### src/rtl/event_encoder83.sv
// 8-line to 3-bit event encoder: captures request pulses into a pending register and
// drains them lowest-index-first over valid/ready. Optional EVENT_ENC_OVERFLOW_EN adds ovf_flag.
module event_encoder83 #(
  parameter int unsigned N_IN   = 8,
  parameter int unsigned CODE_W = 3
) (
  input  logic              clk,
  input  logic              reset_n,
  input  logic              en,
  input  logic [N_IN-1:0]   req,
  input  logic              out_ready,
`ifdef EVENT_ENC_OVERFLOW_EN
  input  logic              ovf_clr,
  output logic              ovf_flag,
`endif
  output logic              out_valid,
  output logic [CODE_W-1:0] out_code,
  output logic [3:0]        pending_cnt,
  output logic              busy
);

  localparam logic StIdle = 1'b0;
  localparam logic StHold = 1'b1;

  logic              state_q, state_d;
  logic [N_IN-1:0]   pending_q, pending_d;
  logic [CODE_W-1:0] code_q, code_d;
  logic [3:0]        cnt_q, cnt_d;

  logic [N_IN-1:0]   req_eff;
  logic [N_IN-1:0]   sel_mask;
  logic [N_IN-1:0]   clr_mask;
  logic [CODE_W-1:0] sel_code;
  logic              have_pend;

  always_comb begin
    req_eff   = en ? req : '0;
    have_pend = |pending_q;
    // Isolate the lowest set bit of the registered pending vector.
    sel_mask  = pending_q & (~pending_q + N_IN'(1));
    sel_code  = '0;
    for (int i = 0; i < N_IN; i++) begin
      if (sel_mask[i]) sel_code = sel_code | CODE_W'(i);
    end

    state_d  = state_q;
    code_d   = code_q;
    clr_mask = '0;
    if (state_q == StIdle) begin
      if (have_pend) begin
        code_d   = sel_code;
        clr_mask = sel_mask;
        state_d  = StHold;
      end
    end else if (out_ready) begin
      if (have_pend) begin
        code_d   = sel_code;
        clr_mask = sel_mask;
      end else begin
        state_d = StIdle;
      end
    end

    // Set beats clear: a request on the line being loaded re-arms it.
    pending_d = (pending_q & ~clr_mask) | req_eff;

    cnt_d = '0;
    for (int i = 0; i < N_IN; i++) begin
      cnt_d = cnt_d + 4'(pending_d[i]);
    end
  end

  always_ff @(posedge clk or negedge reset_n) begin
    if (!reset_n) begin
      state_q   <= StIdle;
      pending_q <= '0;
      code_q    <= '0;
      cnt_q     <= '0;
    end else begin
      state_q   <= state_d;
      pending_q <= pending_d;
      code_q    <= code_d;
      cnt_q     <= cnt_d;
    end
  end

`ifdef EVENT_ENC_OVERFLOW_EN
  logic ovf_q;
  logic merge;

  // A merge is a request landing on a line that stays pending through this edge.
  assign merge = |(req_eff & pending_q & ~clr_mask);

  always_ff @(posedge clk or negedge reset_n) begin
    if (!reset_n) begin
      ovf_q <= 1'b0;
    end else if (merge) begin
      ovf_q <= 1'b1;
    end else if (ovf_clr) begin
      ovf_q <= 1'b0;
    end
  end

  assign ovf_flag = ovf_q;
`endif

  assign out_valid   = (state_q == StHold);
  assign out_code    = code_q;
  assign pending_cnt = cnt_q;
  assign busy        = have_pend | out_valid;

endmodule

### config.mk
export PLATFORM = sky130hd
export DESIGN_NAME = event_encoder83
export DESIGN_NICKNAME = d
export VERILOG_FILES = /design/src/rtl/event_encoder83.sv
export SDC_FILE = /design/constraint.sdc
export NUM_CORES = 1
export LEC_CHECK = 0
export CAP_MARGIN = 20
export CORE_MARGIN = 5
export CORE_UTILIZATION = 54
export CTS_BUF_LIST = sky130_fd_sc_hd__clkbuf_4 sky130_fd_sc_hd__clkbuf_8
export CTS_CLUSTER_SIZE = 24
export DETAILED_ROUTE_END_ITERATION = 10
export GPL_ROUTABILITY_DRIVEN = 0
export HOLD_SLACK_MARGIN = 0.1
export PLACE_DENSITY_LB_ADDON = 0.12
export SLEW_MARGIN = 20
export SYNTH_ARGS = -nofsm -noshare
export SYNTH_HDL_FRONTEND = slang
export SYNTH_SLANG_ARGS = --single-unit
### constraint.sdc
create_clock -name clk -period 5.81 [get_ports clk]
set_input_delay 1.162 -clock clk [delete_from_list [all_inputs] [get_ports clk]]
set_output_delay 1.162 -clock clk [all_outputs]
set_load 0.01 [all_outputs]
# [Yosys cells after proc, flatten, opt, wreduce, memory -nomap -nowiden]
# Index checks and enable logic that the tools add are counted.
[totals] out_inout_bits=9 ff_bits=16 in_bits=12 wordCells=37
[op_classes] bitwise_logic=6 reduce_logical=1 n_mux=17 eq_ne=1 n_addsub=8
[op_table] op="two-way mux 8 bit" count=4
[op_table] op="two-way mux 3 bit" count=7
[op_table] op="adder 4 x 1 -> 4 bit" count=4
[op_table] op="AND 8 bit" count=2
[op_table] op="NOT 8 bit" count=2
[op_table] op="adder 8 x 1 -> 8 bit (second input constant)" count=1
[op_table] op="bitwise OR 8 bit" count=1
[op_table] op="OR reduction 8 bit" count=1
[op_table] op="adder 3 x 1 -> 4 bit" count=1
[op_table] op="two-way mux 1 bit" count=4
[op_table] op="two-way mux 2 bit" count=2
[op_table] op="adder 2 x 1 -> 3 bit" count=1
[op_table] op="adder 1 x 1 -> 2 bit" count=1
[op_table] op="inequality test 2 bit (second input constant)" count=1
[op_table] op="bitwise OR 1 bit" count=1

# [Depth between registers and ports, before layout]
# Gate-level depths: netlist (run 1).
[logic_depth] ltp_word=16 depth_mapped=13 mapped_depth_nobuf=12

# [Worst setup path after synthesis (run 1)]
# No wires, ideal clock.
[synth_timing] kind="input to register" startpoint="in out_ready" endpoint="reg cnt_q[2] (netlist: pending_cnt[2])" path_slack_ns=1.751 setup_time_ns=0.123 required_time_ns=5.687 stages=13 path_buffers=1 t_arrival_ns=3.936 path_cell_list="nor2b_1 clkbuf_1 o41ai_1 nand2_1 fa_1 fa_1 inv_1 fa_1 inv_1 ha_1 inv_1 fa_1 xnor2_1"
[synth_between] elab_cells_between_ends=12 classes_between="7 x add/sub; 2 x mux; 3 x bitwise"
[synth_rtl] item="start: declaration" line_no="11" source="input logic out_ready,"
[synth_rtl] item="two-way mux 8 bit" line_no="55" source="end else if (out_ready) begin"
[synth_rtl] item="two-way mux 8 bit" line_no="49" source="if (state_q == StIdle) begin"
[synth_rtl] item="NOT 8 bit" line_no="65" source="pending_d = (pending_q & ~clr_mask) | req_eff;"
[synth_rtl] item="AND 8 bit" line_no="65"
[synth_rtl] item="bitwise OR 8 bit" line_no="65"
[synth_rtl] item="named net pending_d[3]" line_no="26" source="logic [N_IN-1:0] pending_q, pending_d;"
[synth_rtl] item="adder 3 x 1 -> 4 bit" line_no="69" source="cnt_d = cnt_d + 4'(pending_d[i]);"
[synth_rtl] item="adder 4 x 1 -> 4 bit (4 in a row)" line_no="69"
[synth_rtl] item="named net cnt_d[2]" line_no="28" source="logic [3:0] cnt_q, cnt_d;"
[synth_rtl] item="end signal: assignment" line_no="83" source="cnt_q <= cnt_d;"
[synth_rtl] item="end: declaration" line_no="28"
# The timed path passes the listed nets, and every way through them passes these cells.
# A chain may end at the register's enable or synchronous reset.

# [Worst setup path in the final report (run 1)]
[layout_timing] startpoint="in out_ready" endpoint="reg cnt_q[1] (netlist: pending_cnt[1])"
# Same word-level chain as after synthesis.

==> run metrics, run 1 <==
run status finished, final reports clean; Via-to-Cell Ratio 5.80; slew margin rel. 52.4%; CTS Buf Count 3; Post-Syn Nets 97; Post-Synthesis Cell Area 872 um^2; DR vias 667; CP required 6000 ps; GRT Total Usage 16.7%; asr flop ratio synth 100%; DRC Markers 0; pre-CTS setup slack 1080 ps; CTS Hold Bufs 0; P&R area growth vs syn 27.0%; max cap viols 0; part of the cycle the worst path needs 75.8%; Leak Pwr 0.456 nW; # diodes 0; CP arrival 4590 ps; synthesized flop and latch total 16; starting density of the core 57.2%; commonest non-fill, non-tap cell in the layout clkdlybuf4s50_1; NumNets Final 120; Initial DRC Count 14; CTS tree built; Cells after DPL 112; CTS H-tree depth 1; pin count of the biggest net entering global routing 17; most frequent cells in the layout clkdlybuf4s50_1, dfrtp_1, nand2_1; post-CTS setup buffers 0; final setup TNS 0 ps; Longest Clk Path Bufs 2; main flop type after synthesis dfrtp_1; GR Overflow Total 0; initial antenna violation count 0; Final Non-Filler Cells 115; Post-Syn Instances 78; Root Driver clkbuf_4; IO Pins 21; post-DP HPWL 1390 um; Die Width 50.2 um; fmax 227 MHz; register area share after synthesis 45.9%; Filler cells 118; Rows 14; fin worst setup slack 1410 ps; Synth warnings 0; routed len/inst 15.4 um; area post-placement 1080 um^2; first-pass GRT wire length 3190 um; Slew Viols, Final 0; Worst-Skew Late Latency 290 ps; layout cells sized above 1 12.1%; area of the core 1520 um^2; Setup crit end kind register; DRT Wirelength 1770 um; Die Y 50.2 um; Max VDD drop 205 uV; crit path max fanout 9; IO buf count 20; EDFF count, synth 0; Worst Tran Pin Value 712 ps; clk_skew 6.38 ps; Worst-path clk slew 100 ps; First-pass DRT Iterations 4; Final min period 4400 ps; post-route cell area 1110 um^2; Finish-stage setup viols 0; Fin Hold WS 501 ps; RSZ-0062 raised after global routing no; Setup CP Type in -> reg; Avg Inst Size Synth 11.2 um^2; die area 2520 um^2; clock sink total 16; count of different cell masters after synthesis 32; HP Class reg -> reg; antenna viol nets, final 0; final-report hold violation count 0; critical path startpoint category input pin; vias in the first global route 705; post-cts sizing count 0; Power per Cell Area 273 nW/um^2
==> per-layer routing <==
metal	vias to the layer above	wire (um)	GRT usage [%]
met5	-	0	0
met4	0	27	6.55
met3	3	103	4.14
met2	22	877	27.0
met1	324	758	21.5
li1	318	-	-
==> flip-flops by register name (all words and copies together) (netlist names) <==
signal / cells
out_valid: 1
out_code: 3
pending_cnt: 4
pending_q: 8
==> kinds of logic (layout without fill, tap and decap cells) <==
| family | after synthesis | in the layout | share of synthesized area [%] |
|---|---|---|---|
| flip-flops | 16 | 16 | 45.9 |
| AO/OA/AOI/OAI | 18 | 18 | 16.9 |
| buffers and inverters | 11 | 32 | 5.16 |
| AND/OR/NAND/NOR | 25 | 25 | 17.5 |
| XOR/XNOR | 1 | 1 | 1.00 |
| adder cells (fa/ha/maj) | 7 | 7 | 13.5 |
==> synthesized netlist by cell type (2+ instances only) <==
cell      instances  area, um^2
nor2b_1           2        12.5
nand2b_1          2        12.5
dfrtp_1          16         400
nor2_1            2        7.51
nor3_1            2        10.0
inv_1             8        30.0
o21ai_0           2        10.0
nand3_1           2        10.0
a22o_1            2        17.5
nand2_1          10        37.5
fa_1              4        80.1
a21oi_1           3        15.0
a22oi_1           2        15.0
ha_1              3        37.5
==> worst paths after layout <==
check,endpoint,slack [ps],start,cells past startpoint
worst max-delay path,pending_cnt[1],1410,out_ready,14
worst min-delay path,out_code[2],500,out_code[2],1
worst max register to register,pending_cnt[1],2240,out_valid,13
worst min register to register,out_code[2],500,out_code[2],1
max in group asynchronous,out_code[1],4070,reset_n,1
min in group asynchronous,pending_q[7],1280,reset_n,1
==> metrics by stage <==
stage | utilization (%) | power [mW]
3_3_place_gp | 71.2 | 0.240
3_5_place_dp | 71.2 | 0.245
2_1_floorplan | - | 0.193
5_1_grt | 72.7 | 0.325
6_report | 72.7 | 0.302
4_1_cts | 72.7 | 0.305
==> layout make-up <==
type,count,area [um^2],area share [%]
clock buffer,3,22.5,2.03
inverter,8,30.0,2.71
multi-input combinational,51,427,38.5
sequential,16,400,36.2
tap,16,20.0,1.81
timing repair buffer,21,208,18.8
==> worst max-delay path, stage by stage <==
cell	delay, ps
clkdlybuf4s50_1	480
nor2b_1	50
buf_4	160
o41ai_1	270
nand2_1	150
fa_1	510
fa_1	520
inv_1	50
fa_1	430
inv_1	60
ha_1	160
inv_1	50
fa_1	470
inv_1	40
==> power by group <==
part,switching (mW),total (mW),internal (mW)
clock network,0.0364,0.0606,0.0241
logic,0.0426,0.0984,0.0558
registers,0.0128,0.143,0.130
Note: power is estimated with default switching activity, not from simulation.
==> run 2: changes to the inputs <==
--- a/config.mk
+++ b/config.mk
@@ -7,7 +7,7 @@
 export LEC_CHECK = 0
 export CAP_MARGIN = 20
 export CORE_MARGIN = 5
-export CORE_UTILIZATION = 54
+export CORE_UTILIZATION = 45
 export CTS_BUF_LIST = sky130_fd_sc_hd__clkbuf_4 sky130_fd_sc_hd__clkbuf_8
 export CTS_CLUSTER_SIZE = 24
 export DETAILED_ROUTE_END_ITERATION = 10
==> constraint.sdc (replaced) <==
create_clock -name clk -period 3.9 [get_ports clk]
set_input_delay 0.78 -clock clk [delete_from_list [all_inputs] [get_ports clk]]
set_output_delay 0.78 -clock clk [all_outputs]
set_load 0.01 [all_outputs]
==> run metrics, run 2 (synthesis results as in run 1) <==
P&R area growth vs syn 34.9%; Top reg by flops pending_q; Final min period 3720 ps; Flop pwr share 47.2%; RSZ-0062 raised after global routing no; Setup crit end kind register; fin worst setup slack 182 ps; Comb pwr share 34.1%; # diodes 0; final setup TNS 0 ps; NumNets Final 125; die area 2920 um^2; Setup CP Type in -> reg; max reg flops 8; First-pass DRT Iterations 4; Leak Pwr 0.495 nW; pre-CTS setup slack -288 ps; antenna viol nets, final 0; part of the cycle the worst path needs 95.3%; crit path max fanout 9; post-route cell area 1180 um^2; CP required 4080 ps; post-DP HPWL 1330 um; CTS Hold Bufs 0; Initial DRC Count 2; Int Power 319 uW; Switching Power 132 uW; Worst Tran Pin Value 726 ps; routed len/inst 13.1 um; vias in the first global route 631; clock sink total 16; sw frac 29.2%; IO buf count 20; CTS tree built; Finish-stage setup viols 0; Die Width 54.0 um; clk_skew 1.25 ps; Power per Cell Area 383 nW/um^2; Clock Power Share 18.7%; commonest non-fill, non-tap cell in the layout clkdlybuf4s50_1; max cap viols 0; critical path startpoint category input pin; starting density of the core 45.9%; DRT Wirelength 1720 um; Root Driver clkbuf_4; initial antenna violation count 0; Slew Viols, Final 0; utilization after layout 61.8%; CTS Buf Count 3; Max VDD drop 269 uV; HP Class reg -> reg; Die Y 54.0 um; area post-placement 1130 um^2; Rows 16; area of the core 1900 um^2; CTS H-tree depth 1; GRT Total Usage 13.9%; max incr delay on CP 510 ps; Worst-Skew Late Latency 270 ps; layout cells sized above 1 20.2%; Longest Clk Path Bufs 2; CP arrival 3900 ps; GR Overflow Total 0; final-report hold violation count 0; Worst-path clk slew 90 ps; run status finished, final reports clean; fmax 269 MHz; Via-to-Cell Ratio 5.11; slew margin rel. 51.5%; DRC Markers 0; Crit path top cell by count inv_1; most frequent cells in the layout clkdlybuf4s50_1, dfrtp_1, nand2_1; IO Pins 21; DR vias 670; pin count of the biggest net entering global routing 17; slowest CP cell fa_2; first-pass GRT wire length 2880 um; crit path cell chain clkdlybuf4s50_1 > buf_4 > nand2_1 > nand2_1 > fa_1 > fa_1 > inv_1 > fa_1 > inv_1 > ha_2 > inv_1 > fa_2 > inv_1
run 2: layer usage:
layer,track usage [%],vias to the layer above,wire length [um]
li1,-,331,-
met1,19.4,321,755
met2,20.8,16,863
met3,3.32,2,94
met4,4.98,0,8
met5,0,-,0
run 2: worst paths after layout:
kind / startpoint / endpoint / slack (ps) / cells after the start
worst min-delay path: out_code[2] / out_code[2] / 490 / 1
worst min register to register: out_code[2] / out_code[2] / 490 / 1
worst max register to register: pending_q[0] / pending_cnt[1] / 450 / 11
max in group asynchronous: reset_n / pending_q[1] / 2520 / 1
worst max-delay path: en / pending_cnt[1] / 180 / 13
min in group asynchronous: reset_n / pending_q[4] / 930 / 1
run 2: cell type report:
class / instances / area (um^2)
clock buffer: 3 / 22.5
fill: 170 / 726
inverter: 8 / 30.0
multi-input combinational: 51 / 442
sequential: 16 / 400
tap: 27 / 33.8
timing repair buffer: 26 / 248
run 2: metrics by stage:
step | cells | power (mW) | hold WS (ps)
floorplan | 78 | 0.287 | 484
global placement | 127 | 0.365 | 470
detailed placement | 127 | 0.367 | 476
CTS | 130 | 0.454 | 498
global route | 131 | 0.482 | 510
finish | 131 | 0.450 | 491
run 2: timing repair:
action,in CTS,in global routing
resized for setup,0,5
buffers inserted,0,1
endpoints found under the setup margin,0,2
run 2: worst max-delay path: cells and delay by family:
family | cells | cell delay [ps]
buffers and inverters | 6 | 850
adders and majority gates | 5 | 2110
and+or+nand+nor | 2 | 160
run 2: power by group through the flow:
stage	Sequential, mW	Clock [mW]	Combinational [mW]
final	0.213	0.0842	0.154
after global routing	0.218	0.0945	0.170
after CTS	0.212	0.0892	0.153
after detailed placement	0.215	0	0.152
after global placement	0.214	0	0.151
after floorplan	0.225	0	0.0617
==> run 3: changes to the inputs <==
--- a/config.mk
+++ b/config.mk
@@ -14,7 +14,6 @@
 export GPL_ROUTABILITY_DRIVEN = 0
 export HOLD_SLACK_MARGIN = 0.1
 export PLACE_DENSITY_LB_ADDON = 0.12
-export SLEW_MARGIN = 20
 export SYNTH_ARGS = -nofsm -noshare
 export SYNTH_HDL_FRONTEND = slang
 export SYNTH_SLANG_ARGS = --single-unit
==> results of run 3 <==
Same layout as run 2: the final DEF is identical, and so are final timing and power.
